## config.mk

```make
export PLATFORM = sky130hd
export DESIGN_NAME = rhdma
export DESIGN_NICKNAME = d
export VERILOG_FILES = /design/src/rtl/rhdma.sv
export SDC_FILE = /design/constraint.sdc
export NUM_CORES = 1
export LEC_CHECK = 0
export CAP_MARGIN = 0
export CORE_UTILIZATION = 49
export DETAILED_ROUTE_END_ITERATION = 8
export GPL_TIMING_DRIVEN = 0
export PLACE_DENSITY_LB_ADDON = 0.3
export SLEW_MARGIN = 20
export SYNTH_ARGS = -nofsm -noshare
export SYNTH_HDL_FRONTEND = slang
export SYNTH_SLANG_ARGS = --single-unit
```

## constraint.sdc

```tcl
create_clock -name clk -period 15.7 [get_ports clk]
set_clock_uncertainty 0.15 [all_clocks]
set_input_delay 3.14 -clock clk [delete_from_list [all_inputs] [get_ports clk]]
set_output_delay 3.14 -clock clk [all_outputs]
set_load 0.03 [all_outputs]
```

## src/rtl/rhdma.sv

```systemverilog
// RH11 DMA transfer sequencer: moves one block between the controller data FIFO
// and KS10 memory, tracks the word count and flags NXM bus timeouts.
module rhdma #(
    parameter int TIMEOUT = 127
) (
    input  logic        clk,
    input  logic        rst,
    input  logic        devRESET,
    input  logic        rhCLR,
    input  logic        rhGO,
    input  logic        rhDIR,
    input  logic [15:0] rhWCINIT,
    input  logic [17:0] rhBA,
    output logic        rhINCBA,
    output logic        rhINCWC,
    output logic        rhBUSY,
    output logic        rhDONE,
    output logic        rhNXM,
    output logic        busREQ,
    output logic        busWRITE,
    output logic [17:0] busADDR,
    output logic [35:0] busDATAO,
    input  logic [35:0] busDATAI,
    input  logic        busACK,
    input  logic        fifoEMPTY,
    input  logic [35:0] fifoRDDATA,
    output logic        fifoRD,
    input  logic        fifoFULL,
    output logic        fifoWR,
    output logic [35:0] fifoWRDATA
);

    typedef enum logic [2:0] {
        S_IDLE = 3'd0,
        S_WAIT = 3'd1,
        S_REQ  = 3'd2,
        S_INC  = 3'd3,
        S_DONE = 3'd4
    } state_t;

    // Last REQ cycle index that may still wait for busACK.
    localparam logic [7:0] TMO_LAST = 8'(TIMEOUT - 1);

    state_t      r_state;
    state_t      w_state_nxt;
    logic        r_dir;
    logic        w_dir_nxt;
    logic [15:0] r_wc;
    logic [15:0] w_wc_nxt;
    logic [15:0] w_wc_inc;
    logic [35:0] r_data;
    logic [35:0] w_data_nxt;
    logic [7:0]  r_tmo;
    logic [7:0]  w_tmo_nxt;
    logic        w_nxm_nxt;
    logic        w_fifo_rd;
    logic        w_fifo_wr;
    logic [35:0] w_fifo_wrdata;
    logic        w_abort;

    assign w_abort  = devRESET | rhCLR;
    assign w_wc_inc = r_wc + 16'd1;
    assign busADDR  = (r_state == S_REQ) ? rhBA : 18'd0;

    // Next-state, datapath updates and strobe decisions.
    always_comb begin
        w_state_nxt   = r_state;
        w_dir_nxt     = r_dir;
        w_wc_nxt      = r_wc;
        w_data_nxt    = r_data;
        w_tmo_nxt     = r_tmo;
        w_nxm_nxt     = rhNXM;
        w_fifo_rd     = 1'b0;
        w_fifo_wr     = 1'b0;
        w_fifo_wrdata = fifoWRDATA;
        case (r_state)
            S_IDLE: begin
                if (rhGO) begin
                    w_dir_nxt   = rhDIR;
                    w_wc_nxt    = rhWCINIT;
                    w_nxm_nxt   = 1'b0;
                    w_state_nxt = S_WAIT;
                end else begin
                    w_state_nxt = S_IDLE;
                end
            end
            S_WAIT: begin
                if (r_dir && !fifoEMPTY) begin
                    w_fifo_rd   = 1'b1;
                    w_data_nxt  = fifoRDDATA;
                    w_tmo_nxt   = 8'd0;
                    w_state_nxt = S_REQ;
                end else if (!r_dir && !fifoFULL) begin
                    w_tmo_nxt   = 8'd0;
                    w_state_nxt = S_REQ;
                end else begin
                    w_state_nxt = S_WAIT;
                end
            end
            S_REQ: begin
                // An acknowledge on the final allowed cycle still wins over the timeout.
                if (busACK) begin
                    if (!r_dir) begin
                        w_fifo_wr     = 1'b1;
                        w_fifo_wrdata = busDATAI;
                    end else begin
                        w_fifo_wr     = 1'b0;
                    end
                    w_state_nxt = S_INC;
                end else if (r_tmo == TMO_LAST) begin
                    w_nxm_nxt   = 1'b1;
                    w_state_nxt = S_DONE;
                end else begin
                    w_tmo_nxt   = r_tmo + 8'd1;
                end
            end
            S_INC: begin
                w_wc_nxt    = w_wc_inc;
                w_state_nxt = (w_wc_inc == 16'd0) ? S_DONE : S_WAIT;
            end
            S_DONE: begin
                w_state_nxt = S_IDLE;
            end
            default: begin
                w_state_nxt = S_IDLE;
            end
        endcase
        if (w_abort) begin
            w_state_nxt = S_IDLE;
            w_nxm_nxt   = 1'b0;
            w_fifo_rd   = 1'b0;
            w_fifo_wr   = 1'b0;
        end else begin
            w_nxm_nxt   = w_nxm_nxt;
        end
    end

    // State, datapath and registered outputs derived from the next state.
    always_ff @(posedge clk or posedge rst) begin
        if (rst) begin
            r_state    <= S_IDLE;
            r_dir      <= 1'b0;
            r_wc       <= 16'd0;
            r_data     <= 36'd0;
            r_tmo      <= 8'd0;
            rhINCBA    <= 1'b0;
            rhINCWC    <= 1'b0;
            rhBUSY     <= 1'b0;
            rhDONE     <= 1'b0;
            rhNXM      <= 1'b0;
            busREQ     <= 1'b0;
            busWRITE   <= 1'b0;
            busDATAO   <= 36'd0;
            fifoRD     <= 1'b0;
            fifoWR     <= 1'b0;
            fifoWRDATA <= 36'd0;
        end else begin
            r_state    <= w_state_nxt;
            r_dir      <= w_dir_nxt;
            r_wc       <= w_wc_nxt;
            r_data     <= w_data_nxt;
            r_tmo      <= w_tmo_nxt;
            rhINCBA    <= (w_state_nxt == S_INC);
            rhINCWC    <= (w_state_nxt == S_INC);
            rhBUSY     <= (w_state_nxt != S_IDLE);
            rhDONE     <= (w_state_nxt == S_DONE);
            rhNXM      <= w_nxm_nxt;
            busREQ     <= (w_state_nxt == S_REQ);
            busWRITE   <= (w_state_nxt == S_REQ) && w_dir_nxt;
            busDATAO   <= ((w_state_nxt == S_REQ) && w_dir_nxt) ? w_data_nxt : 36'd0;
            fifoRD     <= w_fifo_rd;
            fifoWR     <= w_fifo_wr;
            fifoWRDATA <= w_fifo_wrdata;
        end
    end

endmodule
```

After elaboration in Yosys (flattened, before gate mapping)
Cells that the tools add are included.
Word-level totals
  latch bits: 0
  register bits after elaboration: 144
  word-level logic and storage cells: 82
  memories: 0
  input bits: 115
  bits in writable memories: 0
  ROM bits: 0
Operators by class
  bitwise logic cells: 2
  div/mod/pow operators: 0
  multipliers: 0
  add/sub/neg operators: 2
  reduce and logical (&&, ||, !) cells: 16
  equality and inequality tests: 14
  multiplexer cells: 33
  $lt $le $gt $ge: 0
  shifts and indexed selects: 0
Operator list (count)
  36-bit two-way mux: 3
  8-bit two-way mux: 4
  16-bit one-hot mux with 2 select lines: 1
  18-bit two-way mux: 1
  16-bit by 1-bit adder with 16-bit output, second input constant: 1
  16-bit zero test: 1
  16-bit two-way mux: 1
  8-bit one-hot mux with 2 select lines: 1
  1-bit two-way mux: 14
  3-bit by 2-bit == test with 1-bit output, second input constant: 4
  3-bit two-way mux: 4
  3-bit one-hot mux with 4 select lines: 1
  3-bit != test, second input constant: 3
  8-bit by 1-bit adder with 8-bit output, second input constant: 1
  8-bit by 7-bit == test with 1-bit output, second input constant: 1
  4-bit AND reduction: 2
  2-bit != test, second input constant: 3
  3-bit nonzero test: 2
  2-bit two-way mux: 2
  2-bit nonzero test: 2
  3-bit by 1-bit == test with 1-bit output, second input constant: 1
  3-bit == test, second input constant: 1
  1-bit logical AND: 3
  1-bit zero test: 3
  7 further kinds: 7

Longest topological paths before layout
Gate-level depths: netlist of run 1.
  depth in word-level cells: 9
  mapped depth: 9
  mapped depth without buffers: 8

Worst setup path after synthesis of run 1
Ideal clock, no wire load.
  path kind: input-to-output
  start: input port rhBA[0]
  end: output port busADDR[0]
  stages: 1
  slack: 8.994 ns
  path buffers: 0
  required time: 12.410 ns
  arrival: 3.416 ns
  cell sequence: and2_1
On the way
  word-level cells in the longest chain between the ends: 1
Ends and longest elaborated chain
  start, declared: RTL line 13  | input logic [17:0] rhBA,
  18-bit two-way mux: RTL line 63  | assign busADDR = (r_state == S_REQ) ? rhBA : 18'd0;
  end, declared: RTL line 21  | output logic [17:0] busADDR,
No other way between the ends.

Final worst setup path of run 1
Same ends and word-level chain as after synthesis.

==> impl_metrics.py, run 1 <==
metrics = {
    "route": {
        "number_of_violations_reported_at_the_end_of_detailed_routing_iteration_0": 300,
        "routed_via_density": 5.16,
        "routed_wl_mm": 15.6,
        "drtAntennaViolNets": 0,
        "detail_route.wl_per_cell_um": 17.1,
        "dr.pass1.iters": 4,
        "drc": 0,
        "detailroute.via_count": 4705,
    },
    "pwr": {
        "post-layout-total-power_mw": 1.04,
        "power.leakage_nw": 3.94,
        "pd_cells_nw_per_um2": 114,
        "max-vdd-ir-drop_uv": 99.7,
    },
    "global_routing": {
        "met2_usage_pct": 45.3,
        "global_route.overflow_total": 0,
        "gr-usage-met3_pct": 10.7,
        "grt_pass1_wl_mm": 24.9,
        "globalRoute.busiestLayer": "met2",
        "grt_usage_pct": 25.6,
        "grt_antenna_before_repair": 0,
        "grt_pass1_vias": 4965,
        "met1_usage_pct": 28.2,
        "grt_start_max_net_pins": 77,
    },
    "finish": {
        "syn2layout_area_growth_pct": 49.0,
        "most_common_cell_after_layout_fill_and_taps_aside": "clkdlybuf4s50_1",
        "layout.nets": 850,
        "mostFrequentLayoutCells": "213 x clkdlybuf4s50_1, 144 x dfrtp_1, 72 x mux2_2",
        "num_antenna_cells": 0,
        "layout-drive-gt1-share_pct": 16.7,
    },
    "synthesis": {
        "synth-seq-area-share_pct": 59.2,
        "synth_edf_count": 0,
        "synthesis.nets": 617,
        "asyncSetResetFlopFracSynth_pct": 100,
        "synth.ff_latch_count": 144,
        "synthesis.area_um2": 6080,
        "syn_avg_cell_area_um2": 12.2,
        "ys_warn_count": 0,
        "syn-instance-count": 498,
        "synthFlopType": "dfrtp_1",
        "synth_cell_types": 56,
    },
    "timing": {
        "slew_violations": 0,
        "achievable-frequency_mhz": 130,
        "rsz0062_at_grt": "false",
        "setup-violations-final": 0,
        "timing.final.crit_share_pct": 49.1,
        "finalHoldViolations": 0,
        "worst_slew_pin_slew_ps": 760,
        "post-route-min-period_ps": 7710,
        "hold-worst-slack_ps": 341,
        "timing.slew.headroom_pct": 48.9,
        "timing.setup.tns_ps": 0,
    },
    "clock_tree": {
        "max-clock-path-buffers": 2,
        "setup_fix_buffers_added_after_clock_tree_synthesis": 0,
        "cts_hold_buffers": 0,
        "tritoncts_sinks": 144,
        "clk_transition_reported_paths_ps": 60,
        "worstSkewPairLatency_ps": 410,
        "tritoncts": "built",
        "buffer_cell_driving_the_clock_tree_root": "clkbuf_16",
        "tritoncts_buffer_count": 17,
        "clock_tree.htree_level_count": 4,
        "cts_repair_resize_count": 0,
    },
    "die": {
        "ioPinCount": 214,
        "start_util_pct": 50.4,
        "placement_rows": 40,
        "die_h_um": 113,
        "die_width_um": 113,
        "die-area_um2": 12900,
        "core_footprint_um2": 12100,
    },
    "outcome": {
        "run_status": "finished clean",
    },
    "worst_setup_path": {
        "arrival_time_reported_for_the_critical_path_endpoint_ps": 4420,
        "critical_path_s_top_delay_family": "buffers and inverters",
        "worstSetupPathType": "in2out",
        "crit_fanout": 1,
        "worstPathRequired_ps": 12410,
        "setup.worst_path.start_class": "input port",
        "crit_path_top_delay_cell": "clkdlybuf4s50_1",
        "path_common_cell": "clkdlybuf4s50_1",
        "max_stage_delay_ps": 680,
        "critical_path.endpoint_type": "output pin",
        "crit_path_cell_trace": "clkdlybuf4s50_1 -> and2_1 -> clkdlybuf4s50_1",
        "critical_path.n_buffers_inverters": 2,
    },
    "worst_hold_path": {
        "hold_path_class": "reg2reg",
    },
    "flow_run": {
        "count_of_maximum_capacitance_violations": 0,
    },
    "place": {
        "gp_congestion": 0.861,
        "dpl.hpwl_mm": 11.3,
        "buffer_ports.inserted": 213,
    },
}
## cell usage after synthesis (all sizes together) (11+ instances only)
| cell type | number | area share [%] |
|---|---|---|
| mux2 | 72 | 13 |
| and2 | 20 | 2.1 |
| nor2 | 30 | 1.9 |
| dfrtp | 144 | 59 |
| a21oi | 18 | 1.5 |
| nand2 | 25 | 1.5 |
| nor2b | 39 | 4.0 |
| inv | 11 | 0.68 |
| nand3 | 13 | 1.2 |
| clkbuf | 20 | 1.2 |
| o21ai | 12 | 0.99 |
## kinds of logic after synthesis
group / synth area share [%]
xor+xnor: 1.15
compound gates: 6.89
simple gates: 15.1
buf+inv: 2.63
mux: 14.2
flops: 59.2
fa+ha+maj: 0.823
## worst paths after layout
path	start	depth (start not counted)	slack [ps]	end
worst min-delay path	r_data[6]	1	340	r_data[6]
max in group asynchronous	rst	3	11660	busDATAO[31]
worst max-delay path	rhBA[0]	3	7990	busADDR[0]
worst min register to register	r_data[6]	1	340	r_data[6]
worst max register to register	r_tmo[0]	9	12900	busDATAO[11]
min in group asynchronous	rst	2	3020	fifoWRDATA[28]
## power by group
| group | switching [mW] | internal [mW] | total, mW |
|---|---|---|---|
| sequential | 0.0232 | 0.421 | 0.444 |
| clock | 0.167 | 0.239 | 0.406 |
| combinational | 0.0844 | 0.101 | 0.186 |
## worst reg2reg max path: stages (launching register included)
cell and delay, ps:
dfrtp_1 430, inv_1 80, ha_1 140, inv_1 40, nor4_2 690, a21bo_2 260
a21oi_2 90, nand3_2 240, clkbuf_1 430, nor2b_1 120
## cell type report
type / count / area [um^2]
Buffer: 27 / 119
Clock buffer: 17 / 425
Clock inverter: 15 / 175
Fill cell: 801 / 3000
Inverter: 11 / 48.8
Multi-Input combinational cell: 316 / 2320
Sequential cell: 144 / 3600
Tap cell: 168 / 210
Timing Repair Buffer: 214 / 2160
## routing by layer
metal  vias to the layer above  routed length, um
met2                       168               8390
met1                      2321               5690
met5                         -                  0
met3                        16               1290
met4                         0                196
li1                       2200                  -
## flip-flops by register name, summed over array words and instances (netlist names), 3 cells and up
register / count
busDATAO: 36
fifoWRDATA: 36
r_data: 36
r_state: 3
r_tmo: 8
r_wc: 16
## stage by stage
step | cells | utilization, % | instance area (um^2) | worst slack (ps)
after global placement | 879 | 69.9 | 8430 | 6850
after detailed placement | 880 | 70.1 | 8460 | 7980
after global routing | 912 | 75.1 | 9060 | 7960
after floorplan | 498 | - | 6080 | 8540
after CTS | 912 | 75.1 | 9060 | 7980
final | 912 | 75.1 | 9060 | 7990
Note: power is estimated with default switching activity, not from simulation.
==> inputs of run 2 (changes only) <==
Settings changed: CORE_UTILIZATION 49 to 45.
Clock period 15.7 ns to 7.15 ns, I/O delays scaled along.
==> run 2 against run 1 <==
- worst hold slack worse by 2.1 ps
- critical path depth stayed put
- non-clock buffer count unchanged
- combinational power up 120%
- die area rose by 8.7%
- via count grew 0.62%
- sequential power grew 120%
- final cell count grew 0.88%
- flip-flop and latch count is the same
- core utilization fell by 6.6 points
- clock power grew 110%
- wire length is 2.7% lower
- critical path type unchanged
- largest power group unchanged
==> impl_metrics.py, run 2 (synthesis results as in run 1) <==
metrics = {
    "worst_setup_path": {
        "critical_path.endpoint_type": "output pin",
        "crit_path_top_delay_cell": "clkdlybuf4s50_1",
        "worstPathRequired_ps": 5570,
        "max_stage_delay_ps": 670,
        "timing.critical_path.from": "rhBA[10]",
        "path_common_cell": "clkdlybuf4s50_1",
        "setup.worst_path.start_class": "input port",
        "worstSetupPathType": "in2out",
        "crit_path_cell_trace": "clkdlybuf4s50_1 -> and2_1 -> clkdlybuf4s50_1",
        "reg_to_reg_startpoint": "r_tmo[0]",
        "crit_fanout": 1,
        "arrival_time_reported_for_the_critical_path_endpoint_ps": 2690,
    },
    "die": {
        "start_util_pct": 46.1,
        "die_width_um": 118,
        "die-area_um2": 14000,
        "ioPinCount": 214,
        "die_h_um": 118,
        "core_footprint_um2": 13200,
        "placement_rows": 42,
    },
    "finish": {
        "syn2layout_area_growth_pct": 48.6,
        "final.fill_count": 963,
        "layout-drive-gt1-share_pct": 16.7,
        "largest_registers_ranked_by_flip_flop_count": "busDATAO (36), fifoWRDATA (36), r_data (36)",
        "finish.cell_count_without_fillers": 920,
        "mostFrequentLayoutCells": "213 x clkdlybuf4s50_1, 144 x dfrtp_1, 72 x mux2_2",
        "layout.nets": 850,
        "most_common_cell_after_layout_fill_and_taps_aside": "clkdlybuf4s50_1",
        "num_antenna_cells": 0,
        "fin_util_pct": 68.5,
    },
    "timing": {
        "timing.setup.tns_ps": 0,
        "post-route-min-period_ps": 4270,
        "timing.final.crit_share_pct": 59.8,
        "rsz0062_at_grt": "false",
        "setup-violations-final": 0,
        "achievable-frequency_mhz": 234,
        "timing.slew.headroom_pct": 48.2,
        "worst_slew_pin_slew_ps": 770,
        "slew_violations": 0,
        "finalHoldViolations": 0,
    },
    "clock_tree": {
        "tritoncts": "built",
        "worstSkewPairLatency_ps": 420,
        "buffer_cell_driving_the_clock_tree_root": "clkbuf_16",
        "clk_transition_reported_paths_ps": 60,
        "tritoncts_sinks": 144,
        "max-clock-path-buffers": 2,
        "tritoncts_buffer_count": 17,
        "setup_fix_buffers_added_after_clock_tree_synthesis": 0,
        "cts_hold_buffers": 0,
        "clock_tree.htree_level_count": 4,
        "cts_repair_resize_count": 0,
    },
    "place": {
        "buffer_ports.inserted": 213,
        "dpl.hpwl_mm": 11.1,
        "gp_congestion": 0.902,
        "post-place-cells": 888,
    },
    "route": {
        "routed_via_density": 5.15,
        "drtAntennaViolNets": 0,
        "drc": 0,
        "number_of_violations_reported_at_the_end_of_detailed_routing_iteration_0": 240,
        "detailroute.via_count": 4734,
        "detail_route.wl_per_cell_um": 16.5,
        "dr.pass1.iters": 4,
        "routed_wl_mm": 15.1,
    },
    "global_routing": {
        "grt_antenna_before_repair": 0,
        "grt_pass1_vias": 4990,
        "global_route.overflow_total": 0,
        "grt_usage_pct": 22.7,
        "grt_start_max_net_pins": 75,
        "grt_pass1_wl_mm": 24.7,
    },
    "pwr": {
        "power.leakage_nw": 3.92,
        "max-vdd-ir-drop_uv": 156,
        "post-layout-total-power_mw": 2.22,
        "pd_cells_nw_per_um2": 246,
    },
    "worst_hold_path": {
        "hold_path_class": "reg2reg",
        "min_from": "r_data[31]",
    },
    "flow_run": {
        "count_of_maximum_capacitance_violations": 0,
    },
    "outcome": {
        "run_status": "finished clean",
    },
}
-- run 2: changes by cell type in the layout (fill, tap and decap cells not counted) --
cell | previous run | this run
clkinvlp_4 | 2 | 4
clkbuf_8 | 0 | 1
bufinv_16 | 2 | 1
clkinv_2 | 1 | 3
clkinv_4 | 3 | 0
inv_6 | 4 | 6
inv_8 | 4 | 1
-- run 2: path summary, 6_finish.rpt --
path / endpoint / slack (ps) / depth (start not counted)
setup / recovery: busADDR[10] / 2880 / 3
hold / removal: r_data[31] / 340 / 1
setup reg to reg: busDATAO[28] / 4330 / 9
hold reg to reg: r_data[31] / 340 / 1
max in group asynchronous: busDATAO[28] / 4800 / 3
min in group asynchronous: r_data[18] / 1330 / 2
-- run 2: worst max-delay path, delay by kind of cell --
| kind | cells | cell delay [ps] |
|---|---|---|
| buf+inv | 2 | 1110 |
| simple gates | 1 | 140 |
-- run 2: report_power, final --
part / total, mW / switching (mW) / internal (mW)
Clock: 0.842 / 0.351 / 0.492
Sequential: 0.974 / 0.0501 / 0.924
Combinational: 0.408 / 0.185 / 0.222
-- run 2: through the flow --
step | worst slack [ps] | hold slack (ps) | cell area (um^2)
floorplan | 1700 | 315 | 6080
global placement | -55.4 | 323 | 8440
detailed placement | 2860 | 330 | 8470
CTS | 2860 | 343 | 9040
global route | 2840 | 352 | 9040
finish | 2880 | 339 | 9040
-- run 2: per-layer routing --
layer	vias to the layer above	part of all wire, %	track usage (%)
met4	0	3.3	10.4
met5	-	0	0
met3	38	8.0	8.16
met2	174	51	39.6
li1	2201	-	-
met1	2321	38	24.6
-- run 2: final cells by class --
type                    count  area (um^2)  share of cell area, %
clock inverters            14          128                   1.41
well taps                 176          220                   2.44
multi-input cells         316         2320                   25.7
repair buffers            214         2160                   23.9
flip-flops and latches    144         3600                   39.9
plain buffers              27          119                   1.32
inverters                  11         48.8                  0.540
clock buffers              18          439                   4.86
==> inputs of run 3 (changes only) <==
Settings changed: CORE_UTILIZATION 45 to 41.
Clock period 7.15 ns to 3.5 ns, I/O delays scaled along.
==> run 3 against run 2 <==
- sequential power rose by 100%
- critical path depth rose by 1
- worst hold slack improved by 2.2 ps
- global-route usage fell by 2.0 points
- die area rose by 9.6%
- core utilization fell by 5.6 points
- non-clock buffer count rose by 3
- setup slack got worse by 2600 ps
- design area rose by 0.76%
==> impl_metrics.py, run 3 (synthesis results as in run 1) <==
metrics = {
    "worst_setup_path": {
        "setup.worst_path.start_class": "flip-flop",
        "reg2reg_depth": 9,
        "arrival_time_reported_for_the_critical_path_endpoint_ps": 2400,
        "timing.reg2reg.setup_slack_ps": 760,
        "timing.critical_path.from": "r_state[0]",
        "reg_to_reg_startpoint": "r_tmo[0]",
        "critical_path.endpoint_type": "output pin",
        "cp-endpoint": "busADDR[14]",
        "worstSetupPathType": "reg2out",
        "timing.rr.end": "busDATAO[31]",
        "crit_fanout": 10,
        "worstPathRequired_ps": 2650,
    },
    "route": {
        "number_of_violations_reported_at_the_end_of_detailed_routing_iteration_0": 268,
        "detailroute.via_count": 4708,
        "drtAntennaViolNets": 0,
        "detail_route.wl_per_cell_um": 16.5,
        "dr.pass1.iters": 4,
        "routed_via_density": 5.06,
        "routed_wl_mm": 15.3,
        "drc": 0,
    },
    "clock_tree": {
        "worstSkewPairLatency_ps": 420,
        "tritoncts_sinks": 144,
        "setup_fix_buffers_added_after_clock_tree_synthesis": 0,
        "cts_hold_buffers": 0,
        "cts_repair_resize_count": 0,
        "tritoncts": "built",
        "max-clock-path-buffers": 2,
        "tritoncts_buffer_count": 17,
        "clock_tree.htree_level_count": 4,
        "clk_transition_reported_paths_ps": 60,
        "buffer_cell_driving_the_clock_tree_root": "clkbuf_16",
    },
    "worst_hold_path": {
        "hold_path_class": "reg2reg",
    },
    "timing": {
        "worst_slack_ps": 247,
        "post-route-min-period_ps": 3250,
        "hold-worst-slack_ps": 341,
        "finalHoldViolations": 0,
        "rsz0062_at_grt": "false",
        "timing.final.crit_share_pct": 92.9,
        "worst_slew_pin_slew_ps": 727,
        "setup-violations-final": 0,
        "slew_violations": 0,
        "timing.slew.headroom_pct": 51.1,
        "achievable-frequency_mhz": 307,
    },
    "pwr": {
        "power.leakage_nw": 3.94,
        "post-layout-total-power_mw": 4.54,
        "pd_cells_nw_per_um2": 498,
        "max-vdd-ir-drop_uv": 338,
    },
    "global_routing": {
        "grt_antenna_before_repair": 0,
        "grt_pass1_vias": 4772,
        "grt_start_max_net_pins": 36,
        "global_route.overflow_total": 0,
        "grt_pass1_wl_mm": 23.4,
        "grt_usage_pct": 20.7,
    },
    "place": {
        "post-place-cells": 899,
        "dpl.hpwl_mm": 11.6,
        "buffer_ports.inserted": 213,
        "gp_congestion": 0.864,
        "place_area_um2": 8530,
        "place_ws_ps": 230,
    },
    "die": {
        "die_h_um": 124,
        "die_width_um": 124,
        "core_footprint_um2": 14500,
        "ioPinCount": 214,
        "placement_rows": 44,
        "die-area_um2": 15300,
        "start_util_pct": 42.0,
    },
    "finish": {
        "layout.nets": 853,
        "num_antenna_cells": 0,
        "finalInstanceArea_um2": 9110,
        "layout-drive-gt1-share_pct": 17.1,
        "mostFrequentLayoutCells": "213 x clkdlybuf4s50_1, 144 x dfrtp_1, 72 x mux2_2",
        "largest_registers_ranked_by_flip_flop_count": "busDATAO (36), fifoWRDATA (36), r_data (36)",
        "finish.cell_count_without_fillers": 931,
        "most_common_cell_after_layout_fill_and_taps_aside": "clkdlybuf4s50_1",
        "syn2layout_area_growth_pct": 49.7,
    },
    "outcome": {
        "run_status": "finished clean",
    },
    "flow_run": {
        "count_of_maximum_capacitance_violations": 0,
    },
}
run 3: cell types whose count changed in the layout (fill, tap and decap cells not counted), sizes merged:
cell and delta:
clkbuf -1, clkinvlp -1, bufinv -1, buf +3
clkinv +1, inv +2
run 3: power breakdown:
part,internal [mW],switching (mW)
Clock,0.941,0.774
Sequential,1.89,0.102
Combinational,0.460,0.375
run 3: worst min-delay path by stage:
stage	start	cells after the start	slack (ps)	end
floorplan	r_data[16]	1	320	r_data[16]
global placement	r_data[27]	1	320	r_data[27]
detailed placement	r_data[0]	1	330	r_data[0]
CTS	r_data[0]	1	340	r_data[0]
global route	r_data[34]	1	350	r_data[34]
finish	r_data[34]	1	340	r_data[34]
run 3: cell type report:
type / instances / area [um^2]
sequential: 144 / 3600
tap: 184 / 230
multi-input combinational: 316 / 2330
fill: 1140 / 5370
timing repair buffer: 217 / 2210
buffer: 27 / 120
inverter: 11 / 45.0
clock inverter: 15 / 144
clock buffer: 17 / 425
run 3: metal layers:
metal  vias to the layer above  wire length, um  GRT usage, %
met1                      2307             5660          22.8
met3                        33             1270          8.15
li1                       2208                -             -
met2                       160             7930          34.6
met4                         0              466          10.4
met5                         -                0             0
run 3: worst max-delay path, stage by stage (launching register included):
cell	delay (ps)
dfrtp_1	480
nor3b_4	350
clkbuf_1	300
and2_1	180
clkdlybuf4s50_1	660
run 3: stage by stage:
step | TNS (ps) | utilization (%)
CTS | 0 | 62.8
detailed placement | 0 | 58.9
global placement | -40630 | 58.4
floorplan | 0 | -
global route | 0 | 62.9
finish | 0 | 62.9
